<file path="src/rtl/cr_aomux_reg.sv">
// Registered one-hot AND-OR multiplexer with a single valid/ready stage.
// Every accepted select is checked for one-hot legality; errors feed a sticky flag and a saturating counter.
module cr_aomux_reg #(
    parameter int N_CH  = 4,
    parameter int DW    = 32,
    parameter int CNT_W = 8
) (
    input  logic                 clk,
    input  logic                 rst_n,
    input  logic                 in_vld,
    output logic                 in_rdy,
    input  logic [N_CH-1:0]      in_sel,
    input  logic [N_CH*DW-1:0]   in_data,
    output logic                 out_vld,
    input  logic                 out_rdy,
    output logic [DW-1:0]        out_data,
    output logic                 out_sel_err,
    output logic                 err_sticky,
    output logic [CNT_W-1:0]     err_cnt,
    input  logic                 err_clr
);

    localparam logic [N_CH-1:0]  SEL_ONE = N_CH'(1);
    localparam logic [CNT_W-1:0] CNT_MAX = {CNT_W{1'b1}};
    localparam logic [CNT_W-1:0] CNT_ONE = CNT_W'(1);

    logic [DW-1:0]    masked [N_CH];
    logic [DW-1:0]    mux_d;
    logic             illegal;
    logic             accept;

    logic             out_vld_q,     out_vld_d;
    logic [DW-1:0]    out_data_q,    out_data_d;
    logic             out_sel_err_q, out_sel_err_d;
    logic             err_sticky_q,  err_sticky_d;
    logic [CNT_W-1:0] err_cnt_q,     err_cnt_d;
    logic [CNT_W-1:0] cnt_base;

    // Each channel is gated by its own select bit; no priority between channels.
    genvar gi;
    generate
        for (gi = 0; gi < N_CH; gi++) begin : g_mask
            assign masked[gi] = in_data[gi*DW +: DW] & {DW{in_sel[gi]}};
        end
    endgenerate

    always_comb begin
        mux_d = '0;
        for (int i = 0; i < N_CH; i++) begin
            mux_d = mux_d | masked[i];
        end
    end

    // x & (x-1) clears the lowest set bit, so a non-zero result means multi-hot.
    assign illegal = (in_sel == '0) || ((in_sel & (in_sel - SEL_ONE)) != '0);

    assign in_rdy = ~out_vld_q | out_rdy;
    assign accept = in_vld & in_rdy;

    always_comb begin
        out_vld_d     = out_vld_q;
        out_data_d    = out_data_q;
        out_sel_err_d = out_sel_err_q;
        if (accept) begin
            out_vld_d     = 1'b1;
            out_data_d    = mux_d;
            out_sel_err_d = illegal;
        end else if (out_vld_q && out_rdy) begin
            out_vld_d = 1'b0;
        end
    end

    // Clear takes effect first so a same-cycle error event lands on a zeroed counter.
    always_comb begin
        cnt_base     = err_clr ? '0 : err_cnt_q;
        err_sticky_d = err_clr ? 1'b0 : err_sticky_q;
        err_cnt_d    = cnt_base;
        if (accept && illegal) begin
            err_sticky_d = 1'b1;
            err_cnt_d    = (cnt_base == CNT_MAX) ? cnt_base : cnt_base + CNT_ONE;
        end
    end

    always_ff @(posedge clk or negedge rst_n) begin
        if (!rst_n) begin
            out_vld_q     <= 1'b0;
            out_data_q    <= '0;
            out_sel_err_q <= 1'b0;
            err_sticky_q  <= 1'b0;
            err_cnt_q     <= '0;
        end else begin
            out_vld_q     <= out_vld_d;
            out_data_q    <= out_data_d;
            out_sel_err_q <= out_sel_err_d;
            err_sticky_q  <= err_sticky_d;
            err_cnt_q     <= err_cnt_d;
        end
    end

    assign out_vld     = out_vld_q;
    assign out_data    = out_data_q;
    assign out_sel_err = out_sel_err_q;
    assign err_sticky  = err_sticky_q;
    assign err_cnt     = err_cnt_q;

endmodule

</file>
<file path="config.mk">
export PLATFORM = sky130hd
export DESIGN_NAME = cr_aomux_reg
export DESIGN_NICKNAME = d
export VERILOG_FILES = /design/src/rtl/cr_aomux_reg.sv
export SDC_FILE = /design/constraint.sdc
export NUM_CORES = 1
export LEC_CHECK = 0
export ABC_AREA = 0
export CORE_ASPECT_RATIO = 1.2
export CORE_MARGIN = 1
export CORE_UTILIZATION = 50
export DETAILED_ROUTE_END_ITERATION = 10
export DONT_BUFFER_PORTS = 1
export PLACE_DENSITY = 0.63
export SLEW_MARGIN = 20
export SYNTH_ARGS = -nofsm -noshare
export SYNTH_HDL_FRONTEND = slang
export SYNTH_SLANG_ARGS = --single-unit
</file>
<file path="constraint.sdc">
create_clock -name clk -period 4.7 [get_ports clk]
set_clock_uncertainty 0.15 [all_clocks]
set_input_delay 1.175 -clock clk [delete_from_list [all_inputs] [get_ports clk]]
set_output_delay 1.175 -clock clk [all_outputs]
set_load 0.005 [all_outputs]
</file>
==> metrics.yaml, run 1 <==
status: "finished, final reports clean"
use_met3_pct: 3.82
grt_usage_pct: 23.6
finalHoldViolCount: 0
r2r-start: "err_cnt[0]$_DFF_PN0_"
power.leakage_nw: 1.05
slew_headroom_pct: 35.2
maxCapViolCount: 0
die_h_um: 77.6
coreArea_mm2: 0.00459
drtIter0Drc: 108
worst_pin_slew_ns: 0.968
cp_slowest_cell: "nand2b_1"
yosysTopAreaCellShare_pct: 45.2
portBuffers: 0
power.density_mw_per_mm2: 318
ys_types: 35
die_area_mm2: 0.00504
cts_htree_levels: 2
fin_crit_sh_pct: 57.7
wl_per_cell_um: 21.4
n_antenna_cell: 0
clockBufferDepth: 2
synth_area_leaders: "dfrtp_1 (45%), a221oi_1 (12%), a22o_1 (12%)"
num-fill-cells: 438
vias: 1992
antenna_found_initial: 0
synth_edf_count: 0
use_met2_pct: 41.7
multi_input_area_mm2: 0.00119
min_to: "out_data[2]$_DFFE_PN0P_"
power_w: 0.000769
syn_avg_cell_area_um2: 9.75
die_x_um: 65.0
dp_hpwl_um: 4330
clk_pin_slew_ns: 0.08
grt_pass1_wl_um: 9210
setup_viol: 0
holdPathStages: 2
start_util_pct: 51.8
setup_tns_ns: 0
dp_slack_ns: 1.96
end_kind: "output pin"
post_cts_buffers: 0
async_flop_share_pct: 100
synth.top_cells.by_count: "dfrtp_1 (43), nand2_1 (35), o21ai_0 (33)"
drt_wl_total_um: 6070
fin_nets: 365
path_class: "input pin to output pin"
gp_congestion: 0.917
syn_area_mm2: 0.00238
io_pins: 181
post_cts_resized: 0
clkSinkCount: 43
synth-seq-area-share_pct: 45.2
vias_per_cell: 7.01
ir_drop_v: 0.000121
cts_tree: "built"
rr_worst_depth: 6
crit_family: "simple AND/OR/NAND/NOR gates"
rows: 27
ys_warn_count: 0
numCtsBuffers: 5
grt_max_degree: 66
fin_util_pct: 52.6
area_delta_synth_final_pct: 1.68
crit_fanout: 5
slowest_delay_ns: 0.21
yosysTopAreaCell: "dfrtp_1"
clock_latency_ns: 0.28
grt_overflow_total: 0
timing.rr.end: "err_cnt[1]$_DFF_PN0_"
grt_pass1_vias: 1863
rsz0062_at_grt: "false"
ff_latch_area_mm2: 0.00108
drc_errors: 0
met1_usage_pct: 28.2
min_from: "out_data[2]$_DFFE_PN0P_"
cts_root_buf: "clkbuf_8"
fmax_ghz: 0.369
worstHoldPathType: "flop to flop"
drive_above_1_share_pct: 3.54
hold_buffers: 0
antenna_left: 0
worst_ep_required_time_ns: 3.38
syn_nets: 382
worstPathCellList: "nand2b_1"
worstSetupStartpointType: "input pin"
layout_setup_ws_ns: 1.99
busiest_layer: "met2"
worstPathArrival_ns: 1.39
r2r_slack_ns: 2.64
period_needed_ns: 2.71
first_pass_iters: 4
synth.ff_latch_count: 43
syn_inst: 244
synth_most_common_cell: "dfrtp_1"
ys.flop_type: "dfrtp_1"
slew_viol_final: 0
cp.buffers_inverters: 0
## state kept, by name, summed over array words and instances, names as in the netlist
signal / cells
out_data: 32
err_cnt: 8
err_sticky: 1
out_vld: 1
out_sel_err: 1
## final cells by class
| cell class | instances | share of cell area, % |
|---|---|---|
| clock buffer | 6 | 3.00 |
| inverter | 2 | 0.310 |
| multi-input combinational | 175 | 49.2 |
| sequential | 43 | 44.5 |
| tap | 58 | 3.00 |
## worst max path at each step
stage                     startpoint                      end  slack, ns  depth (start not counted)
after floorplan            in_sel[3]     err_cnt[6]$_DFF_PN0_       1.95                          6
after global placement       out_rdy                   in_rdy       2.00                          1
after detailed placement     out_rdy  out_data[7]$_DFFE_PN0P_       1.96                          3
after CTS                    out_rdy                   in_rdy       1.99                          1
after global routing         out_rdy                   in_rdy       1.98                          1
final                        out_rdy                   in_rdy       1.99                          1
## placed cells by master, fill, tap and decap left out
| cell | synthesis | layout |
|---|---|---|
| a41o_1 | 2 | 2 |
| nand4b_1 | 1 | 1 |
| nand4_1 | 2 | 2 |
| dfrtp_1 | 43 | 43 |
| and4_1 | 2 | 2 |
| or4b_4 | 1 | 1 |
| a21o_1 | 2 | 2 |
| nand2_2 | 0 | 1 |
| nor3_1 | 1 | 1 |
| o211a_1 | 2 | 2 |
| a221oi_1 | 32 | 32 |
| clkbuf_8 | 0 | 5 |
| ha_1 | 1 | 1 |
| xor2_1 | 2 | 2 |
| and4b_1 | 1 | 1 |
| mux2_1 | 2 | 2 |
| a22o_1 | 32 | 32 |
| xnor2_1 | 1 | 1 |
| nand3_1 | 3 | 3 |
| a41oi_1 | 1 | 1 |
| a31oi_1 | 2 | 2 |
| nor4_1 | 1 | 1 |
| and2_1 | 2 | 2 |
| nand2_1 | 35 | 34 |
| inv_1 | 2 | 2 |
| and3_1 | 1 | 1 |
| nand2b_1 | 2 | 2 |
| a311oi_1 | 1 | 1 |
| nor4b_1 | 1 | 1 |
| nor2_1 | 3 | 3 |
| clkbuf_1 | 20 | 1 |
| and3_4 | 1 | 1 |
| o211ai_1 | 1 | 1 |
| nor2b_1 | 4 | 4 |
| o21ai_0 | 33 | 33 |
## through the flow
step | std cells | hold WS, ns | instance area, um^2
floorplan | 244 | 0.323 | 2380
global placement | 278 | 0.339 | 2350
detailed placement | 278 | 0.347 | 2350
CTS | 284 | 0.363 | 2420
global route | 284 | 0.389 | 2420
finish | 284 | 0.361 | 2420
## layer usage
metal	share of wire [%]	routed length, um
met3	6.8	412
met2	53	3200
met5	0	0
met1	39	2390
met4	1.3	76
## power by group
| part | switching (W) | internal [W] |
|---|---|---|
| Combinational | 0.0000462 | 0.0000518 |
| Clock | 0.000112 | 0.0000991 |
| Sequential | 0.0000412 | 0.000418 |
| Total | 0.000200 | 0.000569 |
## cells by family (layout without fill, tap and decap cells)
group,after synthesis,after routing,share of synthesized area (%)
and+or+nand+nor,61,61,12.9
xor gates and xnor gates,3,3,1.10
adders and majority gates,1,1,0.526
buffers and inverters,26,8,4.84
DFF,43,43,45.2
AOI/OAI and AO/OA,108,108,34.4
muxes,2,2,0.947
(Power assumes the default switching activity.)
==> run 2: changes to the inputs <==
==> constraint.sdc (replaced) <==
create_clock -name clk -period 2.5 [get_ports clk]
set_clock_uncertainty 0.15 [all_clocks]
set_input_delay 0.625 -clock clk [delete_from_list [all_inputs] [get_ports clk]]
set_output_delay 0.625 -clock clk [all_outputs]
set_load 0.005 [all_outputs]
==> run 2 against run 1 <==
  * Critical path type is now flop to flop
  * Critical path depth grew 5
  * Largest cell class unchanged
  * Highest routed layer unchanged
  * Non-clock buffer count increased by 3
  * Wire length increased by 5.1%
  * Power grew 110%
  * Clock power rose to 2.6 times the previous value
  * Via count is 2.7% higher
  * Hold slack worse by 0.34 ns
  * Sequential power up 88%
  * Global-route usage rose by 1.0 points
==> metrics.yaml, run 2 (same netlist as run 1, synthesis figures left out) <==
largest_reg_flops: 32  # unchanged
vias: 2046  # was 1992
post_cts_buffers: 0  # unchanged
grt_pass1_vias: 1898  # was 1863
power.leakage_nw: 1.09  # was 1.05 nW
seqPwrFrac_pct: 53.1  # was 59.8%
io_pins: 181  # unchanged
die_x_um: 65.0  # unchanged
dp_hpwl_um: 4500  # was 4330 um
grt_overflow_total: 0  # unchanged
fin_crit_sh_pct: 81.3
coreArea_mm2: 0.00459  # unchanged
mostFrequentLayoutCells: "dfrtp_1 (43), nand2_1 (34), o21ai_0 (33)"  # unchanged
worst_pin_slew_ns: 0.460  # was 0.968 ns
timing.rr.end: "err_cnt[1]$_DFF_PN0_"  # unchanged
finalHoldViolCount: 0  # unchanged
grt_max_degree: 44  # was 66
gp_congestion: 0.960  # was 0.917
area_delta_synth_final_pct: 5.05  # was 1.68%
clockBufferDepth: 2  # unchanged
instances_no_fill: 289  # was 284
end_kind: "flop"  # was output pin
antenna_found_initial: 0  # unchanged
drtIter0Drc: 122  # was 108
clkSinkCount: 43  # unchanged
maxCapViolCount: 0  # unchanged
drt_wl_total_um: 6380  # was 6070 um
worst_ep_required_time_ns: 2.53  # was 3.38 ns
wl_per_cell_um: 22.1  # was 21.4 um
worstPathCellList: "nor2b_1 > ha_1 > nand4_1 > nor2_1 > nor3_1 > mux2_1"  # was nand2b_1
ff_latch_area_mm2: 0.00108  # unchanged
holdWs_ns: 0.0210  # was 0.361 ns
post_cts_resized: 0  # unchanged
crit_fanout: 4  # was 5
combinationalPowerShare_pct: 12.6  # was 12.7%
cp_slowest_cell: "dfrtp_1"  # was nand2b_1
power.switching_w: 0.000418  # was 0.000200 W
vias_per_cell: 7.08  # was 7.01
dp_cells: 280  # was 278
grt_usage_pct: 24.6  # was 23.6%
multi_input_area_mm2: 0.00119  # unchanged
cts_tree: "built"  # unchanged
r2r-start: "err_cnt[0]$_DFF_PN0_"  # unchanged
rows: 27  # unchanged
num-fill-cells: 447  # was 438
cts_root_buf: "clkbuf_8"  # unchanged
crit_family: "simple AND/OR/NAND/NOR gates"  # unchanged
rr_worst_depth: 6  # unchanged
die_area_mm2: 0.00504  # unchanged
worstSetupStartpointType: "flop"  # was input pin
drive_above_1_share_pct: 6.06  # was 3.54%
r2r_slack_ns: 0.47  # was 2.64 ns
first_pass_iters: 4  # unchanged
setup_viol: 0  # unchanged
drc_errors: 0  # unchanged
slowest_delay_ns: 0.43  # was 0.21 ns
pwr-share-clk_pct: 34.3  # was 27.5%
die_h_um: 77.6  # unchanged
status: "finished, final reports clean"  # unchanged
grt_pass1_wl_um: 9390  # was 9210 um
period_needed_ns: 2.03
clock_latency_ns: 0.30  # was 0.28 ns
n_antenna_cell: 0  # unchanged
antenna_left: 0  # unchanged
power_w: 0.00163  # was 0.000769 W
p_sw_share_pct: 25.6  # was 26.0%
cp.buffers_inverters: 0  # unchanged
setup_tns_ns: 0  # unchanged
internal_power_w: 0.00121  # was 0.000569 W
fin_nets: 368  # was 365
rsz0062_at_grt: "false"  # unchanged
ir_drop_v: 0.000447  # was 0.000121 V
numCtsBuffers: 5  # unchanged
start_util_pct: 51.8  # unchanged
layout_commonest_cell: "dfrtp_1"  # unchanged
power.density_mw_per_mm2: 652  # was 318 mW/mm^2
slew_viol_final: 0  # unchanged
worstPathArrival_ns: 2.06  # was 1.39 ns
slew_headroom_pct: 69.2  # was 35.2%
portBuffers: 0  # unchanged
cts_htree_levels: 2  # unchanged
fmax_ghz: 0.492
worstHoldPathType: "input pin to asynchronous set/reset pin"  # was flop to flop
clk_pin_slew_ns: 0.08  # about the same
path_class: "flop to flop"  # was input pin to output pin
-- run 2: worst max path at each step --
stage,slack (ns),cells past startpoint,start,to
2_1_floorplan,0.30,6,in_sel[3],err_cnt[6]$_DFF_PN0_
3_3_place_gp,0.48,6,err_clr,err_cnt[1]$_DFF_PN0_
3_5_place_dp,0.37,6,err_clr,err_cnt[1]$_DFF_PN0_
4_1_cts,0.47,6,err_cnt[0]$_DFF_PN0_,err_cnt[1]$_DFF_PN0_
5_1_grt,0.37,6,err_cnt[0]$_DFF_PN0_,err_cnt[1]$_DFF_PN0_
6_report,0.47,6,err_cnt[0]$_DFF_PN0_,err_cnt[1]$_DFF_PN0_
-- run 2: worst register-to-register path, delay by kind of cell (launching register included) --
kind                       cells  cell delay [ns]
and+or+nand+nor                4             0.73
DFF                            1             0.43
muxes                          1             0.37
adders and majority gates      1             0.24
-- run 2: area by class of cell --
class	instances	area share [%]
Multi-Input combinational cell	175	47.6
Clock buffer	6	3.30
Timing Repair Buffer	3	1.40
Inverter	2	0.300
Clock inverter	2	1.40
Sequential cell	43	43.1
Tap cell	58	2.90
-- run 2: metal layers --
layer | wire length (um) | vias to the layer above | GRT usage, %
met2 | 3380 | 120 | 42.7
met3 | 397 | 14 | 4.41
met5 | 0 | - | 0
li1 | - | 925 | -
met1 | 2460 | 987 | 29.1
met4 | 142 | 0 | 10.7
-- run 2: timing repair --
item	in CTS	in global routing
hold buffers	1	0
endpoints found under the setup margin	0	0
hold endpoints to repair	43	0
-- run 2: stage by stage --
step	setup slack [ns]	cell area (um^2)	util [%]
finish	0.469	2500	54.4
global route	0.366	2500	54.4
global placement	0.485	2360	51.4
CTS	0.468	2500	54.4
detailed placement	0.371	2360	51.4
floorplan	0.305	2380	-
-- run 2: power groups by stage --
stage	Sequential (W)	Clock [W]	Combinational [W]
global placement	0.000878	0	0.000181
finish	0.000865	0.000559	0.000206
detailed placement	0.000881	0	0.000192
CTS	0.000866	0.000574	0.000210
floorplan	0.000853	0	0.000194
global route	0.000873	0.000612	0.000237
